[config.mk]
export PLATFORM = sky130hd
export DESIGN_NAME = rr_mux_arbiter
export DESIGN_NICKNAME = d
export VERILOG_FILES = /design/src/rtl/rr_mux_pkg.sv /design/src/rtl/rr_pick.sv /design/src/rtl/rr_mux_arbiter.sv
export SDC_FILE = /design/constraint.sdc
export NUM_CORES = 1
export LEC_CHECK = 0
export CORE_MARGIN = 1
export CORE_UTILIZATION = 35
export CTS_CLUSTER_DIAMETER = 200
export DETAILED_ROUTE_END_ITERATION = 12
export SLEW_MARGIN = 0
export SYNTH_ARGS = -nofsm -noshare
export SYNTH_HDL_FRONTEND = slang
export SYNTH_HIERARCHICAL = 1
export SYNTH_SLANG_ARGS = --single-unit
[constraint.sdc]
create_clock -name clk -period 3.8 [get_ports clk]
set_input_delay 0.57 -clock clk [delete_from_list [all_inputs] [get_ports clk]]
set_output_delay 0.57 -clock clk [all_outputs]
set_load 0.01 [all_outputs]
[src/rtl/rr_mux_pkg.sv]
// Shared constants and types for the round-robin mux arbiter.
package rr_mux_pkg;

    localparam int unsigned N_REQ  = 4;
    localparam int unsigned IDX_W  = 2;
    localparam int unsigned HOLD_W = 4;

    typedef enum logic [0:0] {
        StIdle = 1'b0,
        StOwn  = 1'b1
    } state_e;

    // One-hot vector with only bit idx set.
    function automatic logic [N_REQ-1:0] idx_to_onehot(input logic [IDX_W-1:0] idx);
        return N_REQ'(1) << idx;
    endfunction

endpackage

[src/rtl/rr_pick.sv]
// Combinational round-robin picker: first set bit of req starting at ptr.
module rr_pick
    import rr_mux_pkg::*;
(
    input  logic [N_REQ-1:0] req,
    input  logic [IDX_W-1:0] ptr,
    output logic [N_REQ-1:0] winner,
    output logic [IDX_W-1:0] idx,
    output logic             found
);

    logic [IDX_W-1:0] cand;

    // Scan from the farthest candidate back to ptr so the nearest one wins.
    always_comb begin
        winner = '0;
        idx    = '0;
        found  = 1'b0;
        cand   = ptr;
        for (int k = int'(N_REQ) - 1; k >= 0; k--) begin
            cand = ptr + IDX_W'(k);
            if (req[cand]) begin
                winner = idx_to_onehot(cand);
                idx    = cand;
                found  = 1'b1;
            end
        end
    end

endmodule

[src/rtl/rr_mux_arbiter.sv]
// Four-way round-robin arbiter with hold limit and registered data mux.
module rr_mux_arbiter
    import rr_mux_pkg::*;
#(
    parameter int unsigned MAX_HOLD = 4,
    parameter int unsigned W        = 4
) (
    input  logic             clk,
    input  logic             rst,
    input  logic [N_REQ-1:0] req,
    input  logic [W-1:0]     a,
    input  logic [W-1:0]     b,
    input  logic [W-1:0]     c,
    input  logic [W-1:0]     d,
    output logic [N_REQ-1:0] gnt,
    output logic [IDX_W-1:0] sel,
    output logic [W-1:0]     y,
    output logic             y_valid
);

    localparam logic [HOLD_W-1:0] MaxHold = HOLD_W'(MAX_HOLD);

    state_e            state_q, state_d;
    logic [N_REQ-1:0]  gnt_q, gnt_d;
    logic [IDX_W-1:0]  sel_q, sel_d;
    logic [IDX_W-1:0]  ptr_q, ptr_d;
    logic [HOLD_W-1:0] hold_q, hold_d;
    logic [W-1:0]      y_q;
    logic              y_valid_q;

    logic [IDX_W-1:0]  pick_ptr;
    logic [N_REQ-1:0]  pick_onehot;
    logic [IDX_W-1:0]  pick_idx;
    logic              pick_found;
    logic              owner_req;
    logic              others_req;
    logic              xfer;
    logic [W-1:0]      mux_data;

    // While owning, the search starts just after the owner so it is found last.
    assign pick_ptr   = (state_q == StOwn) ? sel_q + IDX_W'(1) : ptr_q;
    assign owner_req  = req[sel_q];
    assign others_req = |(req & ~gnt_q);
    assign xfer       = |(gnt_q & req);

    rr_pick u_pick (
        .req    (req),
        .ptr    (pick_ptr),
        .winner (pick_onehot),
        .idx    (pick_idx),
        .found  (pick_found)
    );

    // Next-state: grant, keep, hand over or release.
    always_comb begin
        state_d = state_q;
        gnt_d   = gnt_q;
        sel_d   = sel_q;
        ptr_d   = ptr_q;
        hold_d  = hold_q;
        unique case (state_q)
            StIdle: begin
                if (pick_found) begin
                    state_d = StOwn;
                    gnt_d   = pick_onehot;
                    sel_d   = pick_idx;
                    hold_d  = HOLD_W'(1);
                end
            end
            StOwn: begin
                if (owner_req && (hold_q < MaxHold || !others_req)) begin
                    if (hold_q < MaxHold) begin
                        hold_d = hold_q + HOLD_W'(1);
                    end
                end else begin
                    ptr_d = sel_q + IDX_W'(1);
                    if (pick_found) begin
                        gnt_d  = pick_onehot;
                        sel_d  = pick_idx;
                        hold_d = HOLD_W'(1);
                    end else begin
                        state_d = StIdle;
                        gnt_d   = '0;
                        hold_d  = '0;
                    end
                end
            end
            default: begin
                state_d = StIdle;
                gnt_d   = '0;
                hold_d  = '0;
            end
        endcase
    end

    // Arbitration state register.
    always_ff @(posedge clk or posedge rst) begin
        if (rst) begin
            state_q <= StIdle;
            gnt_q   <= '0;
            sel_q   <= '0;
            ptr_q   <= '0;
            hold_q  <= '0;
        end else begin
            state_q <= state_d;
            gnt_q   <= gnt_d;
            sel_q   <= sel_d;
            ptr_q   <= ptr_d;
            hold_q  <= hold_d;
        end
    end

    // Data select driven by the registered owner index.
    always_comb begin
        mux_data = a;
        unique case (sel_q)
            2'd0:    mux_data = a;
            2'd1:    mux_data = b;
            2'd2:    mux_data = c;
            2'd3:    mux_data = d;
            default: mux_data = a;
        endcase
    end

    // Capture owner data on each granted transfer.
    always_ff @(posedge clk or posedge rst) begin
        if (rst) begin
            y_q       <= '0;
            y_valid_q <= 1'b0;
        end else begin
            y_valid_q <= xfer;
            if (xfer) begin
                y_q <= mux_data;
            end
        end
    end

    assign gnt     = gnt_q;
    assign sel     = sel_q;
    assign y       = y_q;
    assign y_valid = y_valid_q;

endmodule

# [Yosys cells after proc, flatten, opt, wreduce, memory -nomap -nowiden]
# Index checks and enable logic that the tools add are counted.
[op_classes] n_bitwise=5 addsub=5 mux=39 order_cmp=6 eq_ne=6 n_shift=4 n_reduce_logical=9
[ops] op="$mux 4" count=10
[ops] op="$pmux 4 s2" count=2
[ops] op="$pmux 4 s4" count=1
[ops] op="$shl 1x2->4 const A" count=4
[ops] op="$lt 2x3->1 const B" count=5
[ops] op="$mux 2" count=7
[ops] op="$mux 1" count=12
[ops] op="$bmux 1 s2" count=5
[ops] op="$and 4x4->4" count=2
[ops] op="$reduce_or 4->1" count=2
[ops] op="$reduce_and 2->1" count=3
[ops] op="$add 2x1->2 const B" count=2
[ops] op="$add 2x2->2 const B" count=2
[ops] op="$add 4x1->4 const B" count=1
[ops] op="$eq 2x2->1 const B" count=2
[ops] op="$lt 4x3->1 const B" count=1
[ops] op="$ne 2x2->1 const B" count=2
[ops] op="$not 4->4" count=1
[ops] op="$pmux 2 s2" count=1
[ops] op="$ne 3x3->1 const B" count=1
[ops] op="$eq 2x1->1 const B" count=1
[ops] op="$logic_not 2->1" count=1
[ops] op="$not 1->1" count=2
[ops] op="$pmux 1 s2" count=1
[ops] op="other kinds (3)" count=3
[word_totals] ff_bits=18 in_bits=22

# [Longest topological paths before layout]
[logic_depth] ltp_word=12 mapped_depth=11 ltp_nobuf=10

# [By module]
# The synthesis kept the hierarchy.
[by_module_without_submodules] module="rr_mux_arbiter" area_each_um2=994.7 cells_each=96 seq_area_each_um2=450.4 n_inst=1
[by_module_without_submodules] module="rr_pick" area_each_um2=509.2 cells_each=61 seq_area_each_um2=0.0 n_inst=1

# [Worst setup path before layout]
# Ideal clock, no wire load.
[synth_path] path_kind="register to register" startpoint="register state_q" endpoint="register gnt_q[0], in the netlist gnt[0]" synth_period_minus_slack_ns=2.910 arrival_time_ns=2.843 setup_time_ns=0.067 path_stages_with_launch=12 setup_slack_ns=0.890 path_buffers=2 path_cell_list="dfrtp_1 -> inv_1 -> mux2i_1 -> buf_6 -> inv_1 -> ha_1 -> buf_2 -> or3b_2 -> nand3_1 -> nand4_1 -> a31oi_1 -> a22o_1"
[synth_via] elab_chain_len=11 elab_cells_between_ends=32
[synth_rtl] element="from (decl)" line="rr_mux_arbiter.sv:23" rtl="state_e state_q, state_d;"
[synth_rtl] element="from (signal assigned)" line="rr_mux_arbiter.sv:99" rtl="state_q <= StIdle;"
[synth_rtl] element="from (signal assigned)" line="rr_mux_arbiter.sv:105" rtl="state_q <= state_d;"
[synth_rtl] element="$mux 2 (*)" line="rr_mux_arbiter.sv:41" rtl="assign pick_ptr = (state_q == StOwn) ? sel_q + IDX_W'(1) : ptr_q;"
[synth_rtl] element="net pick_ptr[0]" line="rr_mux_arbiter.sv:31" rtl="logic [IDX_W-1:0] pick_ptr;"
[synth_rtl] element="$add 2x2->2" line="rr_pick.sv:21" rtl="cand = ptr + IDX_W'(k);"
[synth_rtl] element="$bmux 1 s2" line="rr_pick.sv:22" rtl="if (req[cand]) begin"
[synth_rtl] element="$mux 1 (implied by the code)" line="rr_pick.sv:22"
[synth_rtl] element="$mux 4 (3 in a row)" line="rr_pick.sv:22"
[synth_rtl] element="$mux 4 (*)" line="rr_pick.sv:22"
[synth_rtl] element="net pick_onehot[0]" line="rr_mux_arbiter.sv:32" rtl="logic [N_REQ-1:0] pick_onehot;"
[synth_rtl] element="$mux 4" line="rr_mux_arbiter.sv:77" rtl="if (pick_found) begin"
[synth_rtl] element="$mux 4" line="rr_mux_arbiter.sv:71" rtl="if (owner_req && (hold_q < MaxHold || !others_req)) begin"
[synth_rtl] element="$pmux 4 s2 (*)" line="rr_mux_arbiter.sv:61" rtl="unique case (state_q)"
[synth_rtl] element="to (signal assigned)" line="rr_mux_arbiter.sv:106" rtl="gnt_q <= gnt_d;"
[synth_rtl] element="to (decl)" line="rr_mux_arbiter.sv:24" rtl="logic [N_REQ-1:0] gnt_q, gnt_d;"
# The timed path passes the listed nets; every way through them passes the cells marked *. The select of a mux whose other input is x is not followed.
# A chain may end at the register's enable or synchronous reset.

# [Final worst setup path]
[layout_path] startpoint="register sel_q[0], in the netlist sel[0]" endpoint="register gnt_q[1], in the netlist gnt[1]"
[layout_via] elab_chain_len=12 elab_cells_between_ends=35
[layout_rtl] element="from (decl)" line="rr_mux_arbiter.sv:25" rtl="logic [IDX_W-1:0] sel_q, sel_d;"
[layout_rtl] element="from (signal assigned)" line="rr_mux_arbiter.sv:107" rtl="sel_q <= sel_d;"
[layout_rtl] element="$add 2x1->2 (*)" line="rr_mux_arbiter.sv:41"
[layout_rtl] element="$mux 2 (*)" line="rr_mux_arbiter.sv:41"
[layout_rtl] element="net pick_ptr[1]" line="rr_mux_arbiter.sv:31"
[layout_rtl] element="$add 2x2->2" line="rr_pick.sv:21"
[layout_rtl] element="$bmux 1 s2" line="rr_pick.sv:22"
[layout_rtl] element="$mux 1 (implied by the code)" line="rr_pick.sv:22"
[layout_rtl] element="$mux 4 (3 in a row)" line="rr_pick.sv:22"
[layout_rtl] element="$mux 4 (*)" line="rr_pick.sv:22"
[layout_rtl] element="net pick_onehot[1]" line="rr_mux_arbiter.sv:32"
[layout_rtl] element="$mux 4" line="rr_mux_arbiter.sv:77"
[layout_rtl] element="$mux 4" line="rr_mux_arbiter.sv:71"
[layout_rtl] element="$pmux 4 s2 (*)" line="rr_mux_arbiter.sv:61"
# Marked as above.

==> results.json <==
{
  "drv.max_cap_violation_count": 0,
  "timing.critical_path.from_type": "flip-flop",
  "area_growth_syn_to_layout_pct": 27.0,
  "rsz0062_at_grt": "false",
  "setup-violations-final": 0,
  "power.share.clock_pct": 8.9,
  "min_path_type": "reg2reg",
  "grt_start_max_net_pins": 19,
  "die_area_sq_um": 4560,
  "report.final.hold_viol_count": 0,
  "max-slew-margin-rel_pct": 54.7,
  "p_per_area_nw_per_um2": 931,
  "grt_antenna_before_repair": 0,
  "netlist_top_cells_count": "sky130_fd_sc_hd__dfrtp_1 (18), sky130_fd_sc_hd__nor2_1 (15), sky130_fd_sc_hd__ha_1 (13)",
  "distinct_cell_type_count_after_synthesis": 44,
  "drt_pass1_iterations": 5,
  "max_clock_freq_mhz": 326,
  "internal_power_mw": 0.982,
  "port_buffers": 32,
  "cts_setup_buffers": 0,
  "routed_wirelength_um": 3540,
  "synth_net_count": 192,
  "cell_accounting_for_the_most_synthesized_area": "sky130_fd_sc_hd__dfrtp_1",
  "post_drt_via_cell_ratio": 5.73,
  "slew_viol_final": 0,
  "synthArstFlopShare_pct": 100,
  "overflow": 0,
  "reg2reg_slack_ps": 740,
  "ys_seq_elements": 18,
  "static-leakage-power_nw": 0.816,
  "clock_tree.buffer_depth": 2,
  "worst_ep_arrival_time_ps": 3260,
  "globalplace.congestion": 0.816,
  "totalNegativeSetupSlack_ps": 0,
  "critPathCaptureType": "flip-flop",
  "initial_utilization_pct": 37.1,
  "synthesis.area_per_instance_sq_um": 9.58,
  "criticalPathCategory": "reg2reg",
  "final_critical_path_setup_slack_ps": 736,
  "synth_area_sq_um": 1500,
  "number_of_synthesized_flops_with_an_enable_pin": 0,
  "worst_setup_path_startpoint": "sel[0]",
  "ios": 33,
  "period_minus_slack_ps": 3060,
  "cts-resized-gates": 0,
  "placeableCoreArea_sq_um": 4060,
  "finalClockSkew_ps": 4.07,
  "yosysSeqAreaShare_pct": 30.0,
  "place_hpwl_um": 2740,
  "worstRegToRegCells": 10,
  "grt_pass1_wl_um": 5890,
  "fin_crit_share_pct": 80.6,
  "synth.area.top_cells": "sky130_fd_sc_hd__dfrtp_1 (30%), sky130_fd_sc_hd__ha_1 (11%), sky130_fd_sc_hd__mux4_2 (4.5%)",
  "reg2reg_from": "sel[0]",
  "cts_tree": "built",
  "status": "completed",
  "swShare_pct": 44.8,
  "hold_end": "ptr_q[1]",
  "min_path_cells": 1,
  "hold_start": "ptr_q[1]",
  "post-route-drc-count": 0,
  "drive_above_1_share_pct": 11.1,
  "combinationalPowerShare_pct": 70.8,
  "clock_sink_count": 18,
  "synth_cells": 157,
  "critical_path_peak_fanout": 11,
  "die_w_um": 67.6,
  "summed_area_of_non_filler_cells_in_the_final_layout_sq_um": 1910,
  "max-vdd-ir-drop_mv": 0.544,
  "htree_num_levels": 1,
  "route.vias.total": 1375,
  "dr.first_iter.drc_count": 82,
  "grt.total_usage_pct": 16.6,
  "placement.cell_area_sq_um": 1860,
  "yosysWarnings": 6,
  "cts-buffers-inserted": 3,
  "total_switching_power_mw": 0.798,
  "detail-route-antenna-nets": 0,
  "synth_most_common_cell": "sky130_fd_sc_hd__dfrtp_1",
  "routed_wire_length_per_instance_um": 14.8,
  "dp_worst_setup_slack_ps": 771,
  "die_h_um": 67.6,
  "clk_root_buffer_cell": "sky130_fd_sc_hd__clkbuf_8",
  "antenna-diode-count": 0,
  "r2r_end": "gnt[1]",
  "grt_pass1_vias": 1317,
  "design.final.nets": 226,
  "worst-slew-pin-transition_ps": 678,
  "worstPathRequired_ps": 3990,
  "ctsHoldBuffers": 0,
  "synthDominantCellAreaShare_pct": 30.0,
  "clk-insertion-delay-late_ps": 260,
  "path_clk_slew_ps": 70,
  "seq_power_share_pct": 20.4,
  "synth-main-ff-cell": "sky130_fd_sc_hd__dfrtp_1",
  "core.rowCount": 23
}
-- cell type report --
| cell class | count | area, sq um |
|---|---|---|
| fill | 378 | 2150 |
| tap | 50 | 62.6 |
| inverter | 11 | 41.3 |
| sequential | 18 | 450 |
| clock buffer | 4 | 55.1 |
| timing repair buffer | 33 | 328 |
| multi-input combinational | 124 | 973 |
-- how the worst max path moves through the flow --
stage                     cells past startpoint      to
after floorplan                              11  gnt[0]
after global placement                       10  gnt[0]
after detailed placement                     10  gnt[1]
after CTS                                    10  gnt[1]
after global routing                         10  gnt[2]
final                                        10  gnt[1]
-- through the flow --
| step | utilization [%] | power [mW] | hold WS [ps] | std cells |
|---|---|---|---|---|
| after global placement | 45.7 | 1.59 | 490 | 236 |
| after global routing | 47.1 | 1.95 | 543 | 240 |
| after detailed placement | 45.7 | 1.61 | 494 | 236 |
| after floorplan | - | 1.29 | 475 | 157 |
| after CTS | 47.1 | 1.78 | 511 | 240 |
| final | 47.1 | 1.78 | 509 | 240 |
-- placed cells by master, fill, tap and decap left out, drive strengths merged, types with 2 or more instances in the layout --
master,n
clkdlybuf4s50,32
dfrtp,18
nor2,15
ha,13
inv,11
o21ai,11
nand2,10
a21oi,9
a22oi,6
mux2,6
nand4,5
nor2b,5
mux2i,5
a22o,4
a222oi,4
clkbuf,4
a31oi,4
mux4,3
and2b,2
or3,2
nor3,2
nand3,2
-- power by group through the flow --
stage	Combinational [mW]	Sequential, mW	Clock [mW]
floorplan	0.911	0.376	0
global placement	1.22	0.360	0
detailed placement	1.25	0.364	0
CTS	1.26	0.362	0.161
global route	1.40	0.378	0.172
finish	1.26	0.362	0.158
-- cells by family (layout without fill, tap and decap cells) --
family | after synthesis | count (layout) | share of synthesized area [%]
muxes | 14 | 14 | 14.1
buffers and inverters | 15 | 48 | 5.32
AOI/OAI and AO/OA | 45 | 45 | 21.2
and+or+nand+nor | 52 | 52 | 18.6
DFF | 18 | 18 | 29.9
adders and majority gates | 13 | 13 | 10.8
-- metal layers --
layer	vias up	share of wire, %	global-route usage, %
met1	670	45	21.0
li1	657	-	-
met4	0	1.4	6.65
met3	6	3.4	1.69
met5	-	0	0
met2	42	50	28.3
-- flip-flops by register name, summed over array words and instances, names as in the netlist --
signal	count
y_valid	1
ptr_q	2
hold_q	4
y	4
gnt	4
state_q	1
sel	2
-- worst max-delay path: stages, from the launching register on --
cell and delay (ps):
sky130_fd_sc_hd__dfrtp_1 500, sky130_fd_sc_hd__inv_1 110, sky130_fd_sc_hd__ha_1 320, sky130_fd_sc_hd__mux2_2 380
sky130_fd_sc_hd__inv_1 200, sky130_fd_sc_hd__ha_1 370, sky130_fd_sc_hd__or3b_2 480, sky130_fd_sc_hd__nand3_1 150
sky130_fd_sc_hd__nand4_1 120, sky130_fd_sc_hd__a31oi_1 210, sky130_fd_sc_hd__a22o_1 170
No activity file was read; power rests on OpenSTA's default activity.
